[src/rtl/fetch_unit.sv]
// Instruction fetch front end: credit-limited request issue, a 2-deep {instr, pc} queue
// to decode, and redirect handling that drains stale in-flight responses.
module fetch_unit #(
    parameter int              XLEN     = 64,
    parameter logic [XLEN-1:0] RESET_PC = '0
) (
    input  logic            clk,
    input  logic            rst_n,
    output logic            imem_req_valid,
    input  logic            imem_req_ready,
    output logic [XLEN-1:0] imem_req_addr,
    input  logic            imem_rsp_valid,
    input  logic [31:0]     imem_rsp_data,
    input  logic            redirect_valid,
    input  logic [XLEN-1:0] redirect_pc,
    output logic            instr_valid,
    input  logic            instr_ready,
    output logic [31:0]     instr,
    output logic [XLEN-1:0] instr_pc,
    output logic [XLEN-1:0] instr_pc_plus_4
);
    typedef enum logic [1:0] {BOOT, RUN, FLUSH} state_t;

    state_t                 state, state_nxt;
    logic [XLEN-1:0]        pc, pc_nxt;
    logic [1:0]             outstanding, out_nxt;
    logic [1:0]             drop, drop_nxt;
    logic [1:0]             count, count_nxt;
    logic                   wr_ptr, wr_ptr_nxt, rd_ptr, rd_ptr_nxt;
    logic [1:0][31:0]       fifo_instr;
    logic [1:0][XLEN-1:0]   fifo_pc;
    logic                   fire, deq, enq, rsp_dec;
    logic [2:0]             credit;
    logic [XLEN-1:0]        rsp_pc, redirect_aligned;

    assign credit           = {1'b0, outstanding} + {1'b0, count};
    assign imem_req_valid   = (state == RUN) && !redirect_valid && (credit < 3'd2);
    assign imem_req_addr    = pc;
    assign fire             = imem_req_valid & imem_req_ready;
    assign deq              = instr_valid & instr_ready;
    // A response that counts against a live request; one arriving with nothing in flight is ignored.
    assign rsp_dec          = imem_rsp_valid && (outstanding != 2'd0);
    assign redirect_aligned = redirect_pc & ~XLEN'(3);
    // With no drops pending, every in-flight request belongs to the current stream,
    // so the oldest one was issued outstanding*4 bytes behind the fetch PC.
    assign rsp_pc           = pc - XLEN'({outstanding, 2'b00});

    always_comb begin
        state_nxt  = state;
        pc_nxt     = pc;
        out_nxt    = outstanding;
        drop_nxt   = drop;
        count_nxt  = count;
        wr_ptr_nxt = wr_ptr;
        rd_ptr_nxt = rd_ptr;
        enq        = 1'b0;
        case (state)
            BOOT: begin
                state_nxt = RUN;
                if (redirect_valid) pc_nxt = redirect_aligned;
            end
            default: begin
                if (redirect_valid) begin
                    pc_nxt     = redirect_aligned;
                    count_nxt  = 2'd0;
                    wr_ptr_nxt = 1'b0;
                    rd_ptr_nxt = 1'b0;
                    out_nxt    = outstanding - 2'(rsp_dec);
                    drop_nxt   = outstanding - 2'(rsp_dec);
                    state_nxt  = (out_nxt != 2'd0) ? FLUSH : RUN;
                end else begin
                    if (fire) pc_nxt = pc + XLEN'(4);
                    if (rsp_dec) begin
                        if (drop != 2'd0) drop_nxt = drop - 2'd1;
                        else              enq      = 1'b1;
                    end
                    out_nxt = outstanding + 2'(fire) - 2'(rsp_dec);
                    if (enq) wr_ptr_nxt = ~wr_ptr;
                    if (deq) rd_ptr_nxt = ~rd_ptr;
                    count_nxt = count + 2'(enq) - 2'(deq);
                    if (state == FLUSH && drop == 2'd0) state_nxt = RUN;
                end
            end
        endcase
    end

    always_ff @(posedge clk or negedge rst_n) begin
        if (!rst_n) begin
            state       <= BOOT;
            pc          <= RESET_PC;
            outstanding <= 2'd0;
            drop        <= 2'd0;
            count       <= 2'd0;
            wr_ptr      <= 1'b0;
            rd_ptr      <= 1'b0;
            fifo_instr  <= '0;
            fifo_pc     <= '0;
        end else begin
            state       <= state_nxt;
            pc          <= pc_nxt;
            outstanding <= out_nxt;
            drop        <= drop_nxt;
            count       <= count_nxt;
            wr_ptr      <= wr_ptr_nxt;
            rd_ptr      <= rd_ptr_nxt;
            if (enq) begin
                fifo_instr[wr_ptr] <= imem_rsp_data;
                fifo_pc[wr_ptr]    <= rsp_pc;
            end
        end
    end

    // Head outputs are gated so decode sees zeros whenever the queue is empty.
    assign instr_valid     = (count != 2'd0);
    assign instr           = instr_valid ? fifo_instr[rd_ptr] : 32'd0;
    assign instr_pc        = instr_valid ? fifo_pc[rd_ptr] : '0;
    assign instr_pc_plus_4 = instr_valid ? fifo_pc[rd_ptr] + XLEN'(4) : '0;
endmodule

[config.mk]
export PLATFORM = sky130hd
export DESIGN_NAME = fetch_unit
export DESIGN_NICKNAME = d
export VERILOG_FILES = /design/src/rtl/fetch_unit.sv
export SDC_FILE = /design/constraint.sdc
export NUM_CORES = 1
export LEC_CHECK = 0
export CAP_MARGIN = 20
export CORE_UTILIZATION = 55
export CTS_BUF_LIST = sky130_fd_sc_hd__clkbuf_2 sky130_fd_sc_hd__clkbuf_4 sky130_fd_sc_hd__clkbuf_8
export DETAILED_ROUTE_END_ITERATION = 6
export PLACE_DENSITY = 0.84
export SYNTH_ARGS = -nofsm -noshare
export SYNTH_HDL_FRONTEND = slang
export SYNTH_SLANG_ARGS = --single-unit
[constraint.sdc]
create_clock -name clk -period 13.2 [get_ports clk]
set_clock_uncertainty 0.1 [all_clocks]
set_input_delay 3.96 -clock clk [delete_from_list [all_inputs] [get_ports clk]]
set_output_delay 3.96 -clock clk [all_outputs]
set_load 0.005 [all_outputs]
## After elaboration in Yosys (flattened, before gate mapping)

Index checks and enable logic that the tools add are counted.

| word-level totals | value |
|---|---|
| bits in registers | 266 |
| output and inout port bits | 226 |

| cells by class | value |
|---|---|
| add/sub/neg operators | 10 |
| magnitude comparators | 4 |
| eq/ne operators | 3 |
| multiplexer cells | 36 |
| bitwise logic cells | 5 |
| reductions and logical operators | 22 |

Operator list:

| operator | number |
|---|---|
| $mux W64 | 9 |
| $add A64 B3 Y64 const B | 2 |
| $bwmux W128 | 1 |
| $mux W32 | 4 |
| $bwmux W64 | 1 |
| $demux W64 S1 | 1 |
| $sub A64 B4 Y64 | 1 |
| $demux W32 S1 | 1 |
| $mux W2 | 9 |
| $reduce_bool A2 Y1 | 9 |
| $mux W1 | 10 |
| $reduce_and A2 Y1 | 3 |
| $sub A2 B1 Y2 | 3 |
| $logic_and A1 B1 Y1 | 5 |
| $add A2 B1 Y2 | 2 |
| $logic_not A2 Y1 | 2 |
| $lt A1 B2 Y1 const B | 2 |
| $add A2 B2 Y3 | 1 |
| $lt A3 B2 Y1 const B | 1 |
| $not A1 Y1 | 3 |
| $reduce_and A3 Y1 | 1 |
| $reduce_bool A3 Y1 | 1 |
| $and A1 B1 Y1 | 2 |
| $eq A2 B1 Y1 const B | 1 |
| 5 further kinds | 5 |

## Longest topological paths before layout

| logic depth | value |
|---|---|
| depth in word-level cells | 8 |
| depth in mapped cells | 15 |
| depth with buffers taken out | 13 |

## Worst setup path after synthesis

No wires, ideal clock.

| timing path | value |
|---|---|
| path kind | input to output |
| start | input redirect_valid |
| end | output imem_req_valid |
| arrival time | 4.986 ns |
| required time | 9.140 ns |
| setup slack | 4.154 ns |
| cell stages on the path | 5 |
| path buffers | 3 |
| cells stage by stage | clkbuf_1 -> inv_1 -> buf_1 -> clkbuf_1 -> and2_1 |

| on the way | value |
|---|---|
| word-level cells in the longest chain between the ends | 3 |

Ends and longest elaborated chain:

| element | line | RTL |
|---|---|---|
| start, declared | 14 | `input logic redirect_valid,` |
| $logic_not A1 Y1 | 37 | `assign imem_req_valid = (state == RUN) && !redirect_valid && (credit < 3'd2);` |
| $logic_and A1 B1 Y1 (2 in series) | 37 |  |
| end, declared | 9 | `output logic imem_req_valid,` |

Every way passes these cells.

## Worst setup path in the final report

| timing path | value |
|---|---|
| start | register rd_ptr |
| end | output instr_pc_plus_4[59] |

| on the way | value |
|---|---|
| word-level cells in the longest chain between the ends | 4 |

Ends and longest elaborated chain:

| element | line | RTL |
|---|---|---|
| start, declared | 29 | `logic wr_ptr, wr_ptr_nxt, rd_ptr, rd_ptr_nxt;` |
| start signal, assigned | 105 | `rd_ptr <= rd_ptr_nxt;` |
| $mux W64 (implied by the code) (2 in series) | 117 | `assign instr_pc_plus_4 = instr_valid ? fifo_pc[rd_ptr] + XLEN'(4) : '0;` |
| $add A64 B3 Y64 | 117 |  |
| $mux W64 | 117 |  |
| end, declared | 20 | `output logic [XLEN-1:0] instr_pc_plus_4` |

Every way passes these cells. The select of a mux whose other input is x is not followed.

==> metrics.txt <==
via count of the first global-routing pass=14600; Hold Path Class=reg2reg; Initial Util=56.1%; CTS max path bufs=3; WS Path Type=reg2out; Fin. Hold Viols=0; startpoint types=flop; initial antenna violation count=1; Crit Path Max Fanout=80; Worst Setup EP=instr_pc_plus_4[59]; CP Data Required Time=9.14 ns; CTS buffer count=45; Mapped Cells=1864; setup ws final=3.33 ns; die area=30100 um^2; Final Critical Period=9.87 ns; nets@finish=2222; Worst slew margin=29.3%; CTS Sinks=260; Final Cycle Share=74.8%; ANT nets after route=0; Post-CTS Hold Buffers=0; post-cts repair resize count=0; post-layout util=70.6%; Primary FF master, synth=dfrtp_1; largest net degree at the start of global routing=120; pre-CTS setup slack=3.83 ns; RSZ-0062 raised after global routing=no; synth top area cells=dfrtp_1 40%, nor2_1 6.4%, mux2_2 6.4%, mux2i_1 5.1%, nand2_1 4.0%; most frequent cells in the layout=317 x clkdlybuf4s50_1, 275 x nor2_1, 259 x dfrtp_1, 174 x nand2_1, 122 x a21oi_1; num rows=62; Synth async-reset ratio=100%; most common cell after layout, fill and taps aside=clkdlybuf4s50_1; f_max=0.101 GHz; Yosys reg bits=260; Synth top area share=40.3%; Top Layer Used=met4; setup TNS=0 ns; Slew Limit Fails=0; routed vias=15200; syn_area_per_cell=8.66 um^2; R2R Path End=outstanding[1]; GRT Overall Usage=31.9%; CP Capture Type=primary output; Die Y=173 um; sequential area share after synthesis=40.3%; core footprint=28800 um^2; total power per unit cell area=199 nW/um^2; R2R cell count=13; Post-Layout Cell Count=2525; violation count after the first detailed-route iteration=1594; synth unique cells=74; worst-margin pin slew=1.06 ns; share of layout cells above drive strength 1=10.9%; M1 WL=20.6 mm; Vias per Instance=6.03; Avg WL per Cell=19.1 um; routed wl met3=4.09 mm; Post-CTS Setup Repair Bufs=0; Leak Pwr=7.83 nW; Max-cap violations=0; dpl cells=2445; IO Port Bufs=319; post-DP HPWL=34.9 mm; Post-Route WL=48.2 mm; Cell Area, Synth=16200 um^2; CTS tree=built; WL met2=22.0 mm; gpl congestion=0.959; Arrival @ worst endpoint=5.81 ns; r2r setup slk=8.29 ns; final-report setup violation count=0; clock latency on the worst-skew pair=0.57 ns; clock slew at reported path FFs=0.07 ns; Reg-to-Reg Start=count[0]; H-tree levels=2; die width=173 um; Synth-to-Final Area Change=25.8%; run status=finished, final reports clean; Residual DRC=0; number of synthesized flops with an enable pin=0; Synth warnings=0; root buffer cell=clkbuf_8; global-route wire length before repair=77.5 mm; Worst VDD drop=0.000104 V; io pins=328; critical path launch point=rd_ptr; grt ovf=0; cell taking the most area after synthesis=dfrtp_1; drt pass-1 iters=5
-- registers in the layout, indices dropped and copies added, names as in the netlist --
| register | count |
|---|---|
| rd_ptr | 1 |
| drop | 2 |
| fifo_instr | 64 |
| count | 2 |
| state | 2 |
| outstanding | 2 |
| fifo_pc | 124 |
| wr_ptr | 1 |
| imem_req_addr | 62 |
-- synthesized netlist by cell type, types with 4 or more instances --
cell type and number:
buf_1 13, and2_1 19, a211oi_1 10, nand4b_1 10, nor4_1 33, o21ai_1 15
buf_4 9, a21oi_1 122, xnor2_1 74, mux2_2 92, nand3_1 71, nor2_1 277
ha_1 10, nor4_2 4, nand3b_1 14, mux2i_1 83, nor3_2 7, a22oi_1 5
clkbuf_1 101, o32ai_1 5, nand4_1 45, and3_1 7, nand2_1 174, nand2b_1 7
nor3_1 54, buf_2 17, a211o_1 6, a311oi_1 4, o21ai_0 105, inv_1 29
or2_2 13, dfrtp_1 260, xor2_1 43, or4_1 9, o22ai_1 6, a32o_1 7
a31oi_1 11, or3_1 17, nor2b_1 11, o31ai_1 12
-- per-stage QoR --
step / area [um^2] / hold WS (ns) / total power [mW]
floorplan: 16200 / 0.350 / 2.43
global placement: 19400 / 0.362 / 3.20
detailed placement: 19400 / 0.370 / 3.28
CTS: 20300 / 0.383 / 4.05
global route: 20300 / 0.400 / 4.32
finish: 20300 / 0.379 / 4.05
-- routing by layer --
metal / vias up / global-route usage (%)
met5: - / 0
met3: 127 / 4.93
li1: 7054 / -
met2: 770 / 49.7
met4: 0 / 11.6
met1: 7264 / 45.0
-- where the power goes --
group	leakage, nW	total (mW)	switching (mW)	internal [mW]
sequential	3.25	1.41	0.340	1.07
combinational	4.08	1.88	0.945	0.939
clock	0.499	0.759	0.327	0.432
total	7.83	4.05	1.61	2.44
-- critical path, cell delays in order, from the launching register on --
cell and delay, ns:
dfrtp_4 0.98, buf_4 0.72, mux2i_1 0.29, a21oi_1 0.59, nand3_1 0.62, or4_1 0.88
nor3b_1 0.30, mux2_2 0.36, clkdlybuf4s50_1 0.46
-- logic make-up after synthesis --
family | after synthesis | synth area share [%]
other | 1 | 0.0232
AOI/OAI and AO/OA | 337 | 12.4
buffers and inverters | 172 | 4.48
xor gates and xnor gates | 117 | 6.34
and+or+nand+nor | 789 | 23.9
DFF | 260 | 40.3
adders and majority gates | 12 | 1.02
muxes | 176 | 11.6
-- area by class of cell --
class / count / area, um^2
tap: 384 / 480
inverter: 29 / 109
fill: 2217 / 8470
timing repair buffer: 335 / 3310
clock buffer: 73 / 905
sequential: 260 / 6510
clock inverter: 6 / 35.0
multi-input combinational: 1437 / 8950
antenna: 1 / 2.50
-- worst min path at each step --
stage,endpoint,start,depth (start not counted),slack (ns)
after floorplan,fifo_pc[126],fifo_pc[126],2,0.35
after global placement,fifo_pc[78],fifo_pc[78],2,0.36
after detailed placement,fifo_pc[78],fifo_pc[78],2,0.37
after CTS,fifo_pc[78],fifo_pc[78],2,0.38
after global routing,fifo_pc[95],fifo_pc[95],2,0.40
final,fifo_pc[78],fifo_pc[78],2,0.38
No activity file was read; power rests on OpenSTA's default activity.
